$ cat config.mk
export PLATFORM = sky130hd
export DESIGN_NAME = ctrl_pipe_hazard
export DESIGN_NICKNAME = d
export VERILOG_FILES = /design/src/rtl/ctrl_pipe_pkg.sv /design/src/rtl/ctrl_pipe_stage.sv /design/src/rtl/ctrl_pipe_hazard.sv
export SDC_FILE = /design/constraint.sdc
export NUM_CORES = 1
export LEC_CHECK = 0
export BUFFER_PORTS_ARGS = -buffer_cell sky130_fd_sc_hd__buf_2
export CAP_MARGIN = 20
export CORE_MARGIN = 2
export CORE_UTILIZATION = 35
export DETAILED_ROUTE_END_ITERATION = 12
export PLACE_DENSITY_LB_ADDON = 0.2
export SYNTH_ARGS = -nofsm -noshare
export SYNTH_HDL_FRONTEND = slang
export SYNTH_SLANG_ARGS = --single-unit
$ cat constraint.sdc
create_clock -name clk_i -period 6 [get_ports clk_i]
set_clock_uncertainty 0.2 [all_clocks]
set_input_delay 0.6 -clock clk_i [delete_from_list [all_inputs] [get_ports clk_i]]
set_output_delay 0.6 -clock clk_i [all_outputs]
set_load 0.01 [all_outputs]
$ cat src/rtl/ctrl_pipe_pkg.sv
// Shared control-bundle layout and stage record for the ID->EX/MEM/WB control pipeline.
package ctrl_pipe_pkg;

  localparam int CTRL_W_DEF   = 8;
  localparam int REG_W        = 5;

  localparam int REGWR_BIT    = 0;
  localparam int MEMRD_BIT    = 1;
  localparam int MEMWR_BIT    = 2;
  localparam int ALUSRC_BIT   = 3;
  localparam int MEMTOREG_BIT = 4;
  localparam int ALUOP_LSB    = 5;
  localparam int ALUOP_W      = 2;

  typedef struct packed {
    logic [CTRL_W_DEF-1:0] ctrl;
    logic [REG_W-1:0]      rd;
    logic                  valid;
  } stage_rec_t;

  // True when the instruction actually reads rs and rs names the producer's rd.
  function automatic logic src_hit(input logic use_en,
                                   input logic [REG_W-1:0] rs,
                                   input logic [REG_W-1:0] rd);
    return use_en & (rs == rd);
  endfunction

endpackage

$ cat src/rtl/ctrl_pipe_stage.sv
// One control-pipeline register: hold keeps, bubble clears, otherwise loads the upstream record.
module ctrl_pipe_stage
  import ctrl_pipe_pkg::*;
#(
  parameter int CTRL_W = CTRL_W_DEF
) (
  input  logic              clk_i,
  input  logic              rst_i,
  input  logic              hold_i,
  input  logic              bubble_i,
  input  logic [CTRL_W-1:0] ctrl_d,
  input  logic [REG_W-1:0]  rd_d,
  input  logic              valid_d,
  output logic [CTRL_W-1:0] ctrl_q,
  output logic [REG_W-1:0]  rd_q,
  output logic              valid_q
);

  logic [CTRL_W-1:0] ctrl_r, ctrl_nxt_s;
  logic [REG_W-1:0]  rd_r, rd_nxt_s;
  logic              valid_r, valid_nxt_s;

  // Next-record select with priority hold > bubble > load.
  always_comb begin
    ctrl_nxt_s  = ctrl_r;
    rd_nxt_s    = rd_r;
    valid_nxt_s = valid_r;
    if (hold_i) begin
      ctrl_nxt_s  = ctrl_r;
      rd_nxt_s    = rd_r;
      valid_nxt_s = valid_r;
    end else if (bubble_i) begin
      ctrl_nxt_s  = {CTRL_W{1'b0}};
      rd_nxt_s    = {REG_W{1'b0}};
      valid_nxt_s = 1'b0;
    end else begin
      ctrl_nxt_s  = ctrl_d;
      rd_nxt_s    = rd_d;
      valid_nxt_s = valid_d;
    end
  end

  // Stage register, cleared asynchronously.
  always_ff @(posedge clk_i or negedge rst_i) begin
    if (!rst_i) begin
      ctrl_r  <= {CTRL_W{1'b0}};
      rd_r    <= {REG_W{1'b0}};
      valid_r <= 1'b0;
    end else begin
      ctrl_r  <= ctrl_nxt_s;
      rd_r    <= rd_nxt_s;
      valid_r <= valid_nxt_s;
    end
  end

  assign ctrl_q  = ctrl_r;
  assign rd_q    = rd_r;
  assign valid_q = valid_r;

endmodule

$ cat src/rtl/ctrl_pipe_hazard.sv
// Control-bundle pipeline from ID through DEPTH stages with EX load-use detection,
// bubble insertion, flush, global hold and a saturating bubble counter.
module ctrl_pipe_hazard #(
  parameter int CTRL_W    = ctrl_pipe_pkg::CTRL_W_DEF,
  parameter int DEPTH     = 3,
  parameter int REGWR_BIT = ctrl_pipe_pkg::REGWR_BIT,
  parameter int MEMRD_BIT = ctrl_pipe_pkg::MEMRD_BIT,
  parameter int CNT_W     = 16
) (
  input  logic                    clk_i,
  input  logic                    rst_i,
  input  logic [CTRL_W-1:0]       ctrl_i,
  input  logic                    valid_i,
  input  logic [4:0]              rd_i,
  input  logic [4:0]              rs1_i,
  input  logic [4:0]              rs2_i,
  input  logic                    rs1_use_i,
  input  logic                    rs2_use_i,
  input  logic                    flush_i,
  input  logic                    hold_i,
  output logic [DEPTH*CTRL_W-1:0] ctrl_o,
  output logic [DEPTH*5-1:0]      rd_o,
  output logic [DEPTH-1:0]        valid_o,
  output logic                    stall_o,
  output logic [CNT_W-1:0]        bubble_cnt_o
);

  import ctrl_pipe_pkg::*;

  if (REGWR_BIT >= CTRL_W || MEMRD_BIT >= CTRL_W || DEPTH < 2) begin : g_param_check
    $error("ctrl_pipe_hazard: control bit index out of range or DEPTH below 2");
  end

  logic [CTRL_W-1:0] st_ctrl_s [DEPTH];
  logic [REG_W-1:0]  st_rd_s   [DEPTH];
  logic [DEPTH-1:0]  st_valid_s;

  logic [CTRL_W-1:0] id_ctrl_s;
  logic              load_use_s;
  logic              ins_bubble_s;
  logic [CNT_W-1:0]  bubble_cnt_r, cnt_nxt_s;

  // A non-valid ID slot must never carry live RegWrite/MemRead into EX.
  assign id_ctrl_s = valid_i ? ctrl_i : {CTRL_W{1'b0}};

  // Only EX is checked: a load there cannot forward in time to the ID reader.
  assign load_use_s = st_valid_s[0]
                    & st_ctrl_s[0][MEMRD_BIT]
                    & (st_rd_s[0] != 5'd0)
                    & valid_i
                    & (src_hit(rs1_use_i, rs1_i, st_rd_s[0]) |
                       src_hit(rs2_use_i, rs2_i, st_rd_s[0]));

  // Flush beats load-use, so the front end is free to redirect instead of stalling.
  assign ins_bubble_s = flush_i | load_use_s;
  assign stall_o      = hold_i | (load_use_s & ~flush_i);

  for (genvar k = 0; k < DEPTH; k++) begin : g_stage
    if (k == 0) begin : g_first
      ctrl_pipe_stage #(.CTRL_W(CTRL_W)) u_stage (
        .clk_i    (clk_i),
        .rst_i    (rst_i),
        .hold_i   (hold_i),
        .bubble_i (ins_bubble_s),
        .ctrl_d   (id_ctrl_s),
        .rd_d     (rd_i),
        .valid_d  (valid_i),
        .ctrl_q   (st_ctrl_s[k]),
        .rd_q     (st_rd_s[k]),
        .valid_q  (st_valid_s[k])
      );
    end else begin : g_rest
      ctrl_pipe_stage #(.CTRL_W(CTRL_W)) u_stage (
        .clk_i    (clk_i),
        .rst_i    (rst_i),
        .hold_i   (hold_i),
        .bubble_i (1'b0),
        .ctrl_d   (st_ctrl_s[k-1]),
        .rd_d     (st_rd_s[k-1]),
        .valid_d  (st_valid_s[k-1]),
        .ctrl_q   (st_ctrl_s[k]),
        .rd_q     (st_rd_s[k]),
        .valid_q  (st_valid_s[k])
      );
    end

    assign ctrl_o[k*CTRL_W +: CTRL_W] = st_ctrl_s[k];
    assign rd_o[k*5 +: 5]             = st_rd_s[k];
  end

  assign valid_o = st_valid_s;

  // Saturating bubble counter; frozen during hold like every stage.
  always_comb begin
    cnt_nxt_s = bubble_cnt_r;
    if (!hold_i && ins_bubble_s && (bubble_cnt_r != {CNT_W{1'b1}})) begin
      cnt_nxt_s = bubble_cnt_r + CNT_W'(1);
    end else begin
      cnt_nxt_s = bubble_cnt_r;
    end
  end

  // Counter register.
  always_ff @(posedge clk_i or negedge rst_i) begin
    if (!rst_i) begin
      bubble_cnt_r <= {CNT_W{1'b0}};
    end else begin
      bubble_cnt_r <= cnt_nxt_s;
    end
  end

  assign bubble_cnt_o = bubble_cnt_r;

endmodule

==> flow_summary_export.csv, run 1 <==
group,metric,value,unit
clocking,clock_latency,0.33,ns
critical_path,required,5.20,ns
synthesis,synth_common_cells,"dfrtp_1 (58), mux2_2 (28), xor2_1 (15)",
synthesis,ys_seq_elements,58,
global_routing,antenna_found_initial,0,
routing,firstDrtPassIters,4,
routing,vias,1854,
die,start_util,0.359,
global_routing,grt_pass1_vias,1911,
synthesis,synth_top_flop_cell,"dfrtp_1",
clocking,cts_sinks,58,
routing,final_antenna_net_count,0,
timing,tns,0,ns
routing,post-route-drc-count,0,
synthesis,ys_warn_count,0,
synthesis,yosysTopAreaCellShare,0.564,
place,io_buffers,88,
critical_path,endpoint_kind,"primary output",
critical_path,critical_path_class,"reg2out",
clocking,cts_tree,"yes",
critical_path,cp.buffers_inverters,1,
timing,post-route-min-period,2.51,ns
global_routing,grt_max_degree,60,
synthesis,synthesis.nets,226,
synthesis,syn_inst,195,
synthesis,synth_top_area_cell,"dfrtp_1",
clocking,cts-root-buf,"clkbuf_8",
synthesis,synthArstFlopShare,1.00,
synthesis,yosysMostFrequentCell,"dfrtp_1",
synthesis,seq_area_frac_synth,0.564,
layout,drive_above_1_share,0.507,
global_routing,track_usage,0.146,
place,gp_congestion,0.737,
clocking,h-tree-depth,3,
layout,antenna_cells,0,
routing,vias_per_cell,4.77,
critical_path,critPathMaxStageDelay,0.47,ns
clocking,cts_buffers,9,
timing,rsz0062_at_grt,"no",
die,die_w,89.8,um
critical_path,crit_family,"flip-flops",
global_routing,grt_pass1_wl,9.46,mm
timing,slew_headroom,0.429,
synthesis,ys_top_cells_by_area,"dfrtp_1 (56%), mux2_2 (12%), xor2_1 (5.1%)",
synthesis,synth_edf_count,0,
clocking,clk_path_buf_depth,2,
run_status,status,"complete, no violations",
synthesis,syn_area_per_cell,13.2,sq um
pwr,leakage,1.68,nW
die,die_area,8060,sq um
layout,nets,316,
die,core_area,7180,sq um
clocking,post_cts_resized,0,
critical_path,path_cells,"xnor2_1 -> nand4_1 -> o22ai_2 -> nand2_1 -> o21bai_1 -> buf_2",
worst_hold_path,hold_class,"in2async",
timing,finalCritPeriodShare,0.418,
synthesis,netlist_area,2570,sq um
die,num_rows,31,
critical_path,cp.arrival,1.71,ns
die,io_pins,89,
routing,wire_per_inst,13.6,um
place,dp_hpwl,3.66,mm
clocking,cts_hold_buf,0,
pwr,p_total,1.09,mW
timing,max_freq,399,MHz
routing,wl,5.28,mm
routing,first_iter_violations,57,
die,die_y,89.8,um
clocking,post_cts_buffers,0,
global_routing,grt_overflow_total,0,
timing,finalHoldViolCount,0,
timing,setup_viol,0,
critical_path,critPathMaxFanout,6,
timing,tightest_slew,0.857,ns
timing,report.final.slew_viol_count,0,
layout,area_growth,29.3,%
pwr,peakVddDrop,0.000136,V
critical_path,crit_slowest_cell,"dfrtp_1",
flow_run,maxCapViolations,0,
clocking,path_clk_slew,0.07,ns
pwr,power_density,329,nW/um^2
synthesis,synthDistinctLibCells,30,
critical_path,start_kind,"flip-flop",
[area by class of cell]
class | instances | area, sq um
clock buffer | 12 | 165
clock inverter | 4 | 72.6
fill | 656 | 3850
multi-input combinational | 126 | 1060
sequential | 58 | 1450
tap | 99 | 124
timing repair buffer | 90 | 455
[flip-flops by register name, summed over array words and instances (netlist names)]
register and count:
g_stage.g_rest.u_stage.rd_q 10, g_stage.g_first.u_stage.valid_q 1, g_stage.g_rest.u_stage.valid_q 2, g_stage.g_first.u_stage.rd_q 5
bubble_cnt_o 16, g_stage.g_rest.u_stage.ctrl_q 16, g_stage.g_first.u_stage.ctrl_q 8
[kinds of logic after synthesis]
group | count (synthesis) | share of synthesized area
mux | 29 | 0.127
fa+ha+maj | 1 | 0.00486
simple gates | 50 | 0.126
xor+xnor | 25 | 0.0851
flops | 58 | 0.564
buf+inv | 11 | 0.0243
compound gates | 21 | 0.0690
[power by group]
part / switching, mW / leakage (nW) / total, mW / internal (mW)
clock network: 0.152 / 0.119 / 0.419 / 0.267
registers: 0.0523 / 0.763 / 0.492 / 0.440
logic: 0.0930 / 0.803 / 0.183 / 0.0900
[layer usage]
metal	share of wire	vias to the layer above	GRT usage	routed length (um)
met5	0	-	0	0
met4	0.020	0	0.0654	108
met3	0.060	9	0.0444	319
met2	0.46	59	0.223	2440
met1	0.46	906	0.192	2410
li1	-	880	-	-
[final timing paths]
path	startpoint	end	slack [ns]	cells past startpoint
min reg2reg	bubble_cnt_o[15]	bubble_cnt_o[15]	0.30	1
min	rst_i	g_stage[2].g_rest.u_stage.rd_q[0]	0.21	2
max in group asynchronous	rst_i	bubble_cnt_o[8]	4.90	2
min in group clk_i	ctrl_i[4]	g_stage[0].g_first.u_stage.ctrl_q[4]	0.28	2
max reg2reg	g_stage[0].g_first.u_stage.rd_q[3]	bubble_cnt_o[1]	3.64	6
max	g_stage[0].g_first.u_stage.rd_q[3]	stall_o	3.49	6
[cells in the final DEF, fill, tap and decap left out, types with 2 or more instances in the layout]
cell	n
buf_4	2
nand4_1	7
xor2_1	15
clkbuf_8	12
bufinv_16	2
mux2_2	28
nor4_2	4
nor3_1	8
xnor2_1	10
a21oi_1	2
nor4b_2	4
nor2_1	4
a22o_1	13
nor3_2	2
nand3_1	7
dfrtp_1	58
nand2_1	11
buf_2	88
[metrics by stage]
| step | cells | setup slack, ns | hold WS [ns] | instance area (sq um) | util |
|---|---|---|---|---|---|
| 2_1_floorplan | 195 | 3.74 | 0.104 | 2570 | - |
| 3_3_place_gp | 373 | 3.46 | 0.283 | 3090 | 0.431 |
| 3_5_place_dp | 373 | 3.42 | 0.288 | 3090 | 0.431 |
| 4_1_cts | 389 | 3.46 | 0.231 | 3330 | 0.464 |
| 5_1_grt | 389 | 3.30 | 0.271 | 3330 | 0.464 |
| 6_report | 389 | 3.49 | 0.205 | 3330 | 0.464 |
(Power assumes the default switching activity.)
==> inputs of run 2 (changes only) <==
==> constraint.sdc (replaced) <==
create_clock -name clk_i -period 2.5 [get_ports clk_i]
set_clock_uncertainty 0.2 [all_clocks]
set_input_delay 0.25 -clock clk_i [delete_from_list [all_inputs] [get_ports clk_i]]
set_output_delay 0.25 -clock clk_i [all_outputs]
set_load 0.01 [all_outputs]
==> flow_summary_export.csv, run 2 (synthesis gave the netlist of run 1 again) <==
group,metric,value,unit
layout,layout_commonest_cell,"buf_2",
clocking,clk_path_buf_depth,2,
global_routing,grtUsageMet3,0.0536,
clocking,cts_tree,"yes",
clocking,h-tree-depth,3,
place,io_buffers,88,
critical_path,endpoint_kind,"primary output",
routing,final_antenna_net_count,0,
critical_path,rrSetupSlack,0.27,ns
layout,antenna_cells,0,
clocking,cts_buffers,9,
timing,tns,0,ns
place,gp_congestion,0.748,
timing,report.final.slew_viol_count,0,
routing,first_iter_violations,74,
die,die_w,89.8,um
clocking,cts_sinks,58,
critical_path,cp.depth,6,
critical_path,cp.buffers_inverters,1,
critical_path,r2r_start,"g_stage[0].g_first.u_stage.rd_q[0]",
global_routing,track_usage,0.150,
critical_path,r2r_cells,5,
critical_path,crit_start,"g_stage[0].g_first.u_stage.rd_q[0]",
die,start_util,0.359,
pwr,leakage,1.76,nW
layout,final-seq-area,1450,sq um
routing,firstDrtPassIters,4,
critical_path,cp.arrival,1.79,ns
critical_path,critPathMaxStageDelay,0.44,ns
timing,post-route-min-period,2.24,ns
clocking,path_clk_slew,0.06,ns
pwr,peakVddDrop,0.000427,V
die,num_rows,31,
timing,tightest_slew,0.572,ns
layout,drive_above_1_share,0.485,
layout,nets,331,
clocking,post_cts_buffers,0,
layout,final_cell_mix,"buf_2 (88), dfrtp_1 (58), mux2_2 (28), xor2_1 (15), dlygate4sd3_1 (14)",
critical_path,critPathMaxFanout,6,
die,core_area,7180,sq um
layout,multi_input_area,1070,sq um
layout,area_growth,36.4,%
die,io_pins,89,
run_status,status,"complete, no violations",
routing,vias,1880,
routing,wl,5.69,mm
timing,slew_headroom,0.616,
die,die_y,89.8,um
timing,rsz0062_at_grt,"no",
place,dp_hpwl,4.06,mm
routing,post-route-drc-count,0,
worst_hold_path,hold_class,"in2reg",
critical_path,critPathCapture,"stall_o",
die,die_area,8060,sq um
critical_path,crit_slowest_cell,"dfrtp_1",
layout,fillers,669,
global_routing,antenna_found_initial,0,
global_routing,grt_overflow_total,0,
clocking,clock_latency,0.33,ns
flow_run,maxCapViolations,0,
critical_path,required,2.05,ns
critical_path,critical_path_class,"reg2out",
routing,vias_per_cell,4.65,
routing,wire_per_inst,14.1,um
global_routing,grt_max_degree,36,
global_routing,busiest_layer,"met2",
timing,finalHoldViolCount,0,
critical_path,start_kind,"flip-flop",
global_routing,grt_pass1_vias,1902,
global_routing,met1_usage,0.197,
pwr,power_density,776,nW/um^2
critical_path,r2r_end,"g_stage[0].g_first.u_stage.ctrl_q[5]",
timing,setup_viol,0,
clocking,cts-root-buf,"clkbuf_8",
global_routing,grt_pass1_wl,9.70,mm
global_routing,grtUsageMet2,0.238,
critical_path,path_cells,"xnor2_1 -> nand4_1 -> o22ai_2 -> nand2_1 -> o21bai_1 -> buf_2",
timing,finalCritPeriodShare,0.895,
critical_path,crit_family,"compound AO/OA/AOI/OAI gates",
timing,max_freq,447,MHz
pwr,p_total,2.72,mW
## run 2: cell count changes in the layout (fill, tap and decap cells not counted), sizes merged
cell         before  now
bufinv            2    3
clkinv            1    2
dlygate4sd3       0   14
clkinvlp          1    0
buf              90   91
clkbuf           12   11
## run 2: worst register-to-register path, delay by kind of cell (launching register included)
family	cells	cell delay [ns]
flip-flops	1	0.44
AND/OR/NAND/NOR	2	0.67
AO/OA/AOI/OAI	3	0.86
## run 2: where the power goes
part | internal, mW | switching [mW] | leakage [nW] | total (mW)
Clock | 0.713 | 0.359 | 0.129 | 1.07
Sequential | 1.06 | 0.126 | 0.763 | 1.18
Combinational | 0.235 | 0.236 | 0.873 | 0.471
Total | 2.00 | 0.722 | 1.76 | 2.72
## run 2: cell type report
cell class	count	area share
Clock buffer	11	0.0431
Sequential cell	58	0.414
Timing Repair Buffer	105	0.175
Multi-Input combinational cell	126	0.304
Clock inverter	5	0.0285
Tap cell	99	0.0353
## run 2: routing by layer
metal  part of all wire  wire length, um  vias to the layer above
li1                   -                -                      916
met1               0.45             2590                      903
met2               0.48             2760                       59
met3              0.056              319                        2
met4             0.0051               29                        0
met5                  0                0                        -
## run 2: repair_timing
action                                  in CTS  in global routing
resized for setup                            0                  1
endpoints found under the setup margin       0                  1
hold buffers                                14                  0
hold endpoints to repair                    36                  0
## run 2: through the flow
stage          utilization  instance area [sq um]  hold WS [ns]  worst slack [ns]  cells
3_5_place_dp         0.433                   3110        0.0802             0.154    374
2_1_floorplan            -                   2570        -0.246             0.511    195
4_1_cts              0.488                   3500         0.150             0.103    404
5_1_grt              0.489                   3510         0.183            0.0125    404
3_3_place_gp         0.433                   3110        0.0813             0.199    374
6_report             0.489                   3510         0.185             0.262    404
## run 2: worst min path at each step
| stage | from | to | slack [ns] | cells after the start |
|---|---|---|---|---|
| 2_1_floorplan | rst_i | bubble_cnt_o[0] | -0.25 | 0 |
| 4_1_cts | flush_i | g_stage[0].g_first.u_stage.rd_q[1] | 0.15 | 3 |
| 3_5_place_dp | rst_i | bubble_cnt_o[0] | 0.08 | 1 |
| 5_1_grt | flush_i | g_stage[0].g_first.u_stage.rd_q[2] | 0.18 | 3 |
| 3_3_place_gp | rst_i | bubble_cnt_o[0] | 0.08 | 1 |
| 6_report | flush_i | g_stage[0].g_first.u_stage.rd_q[1] | 0.18 | 3 |
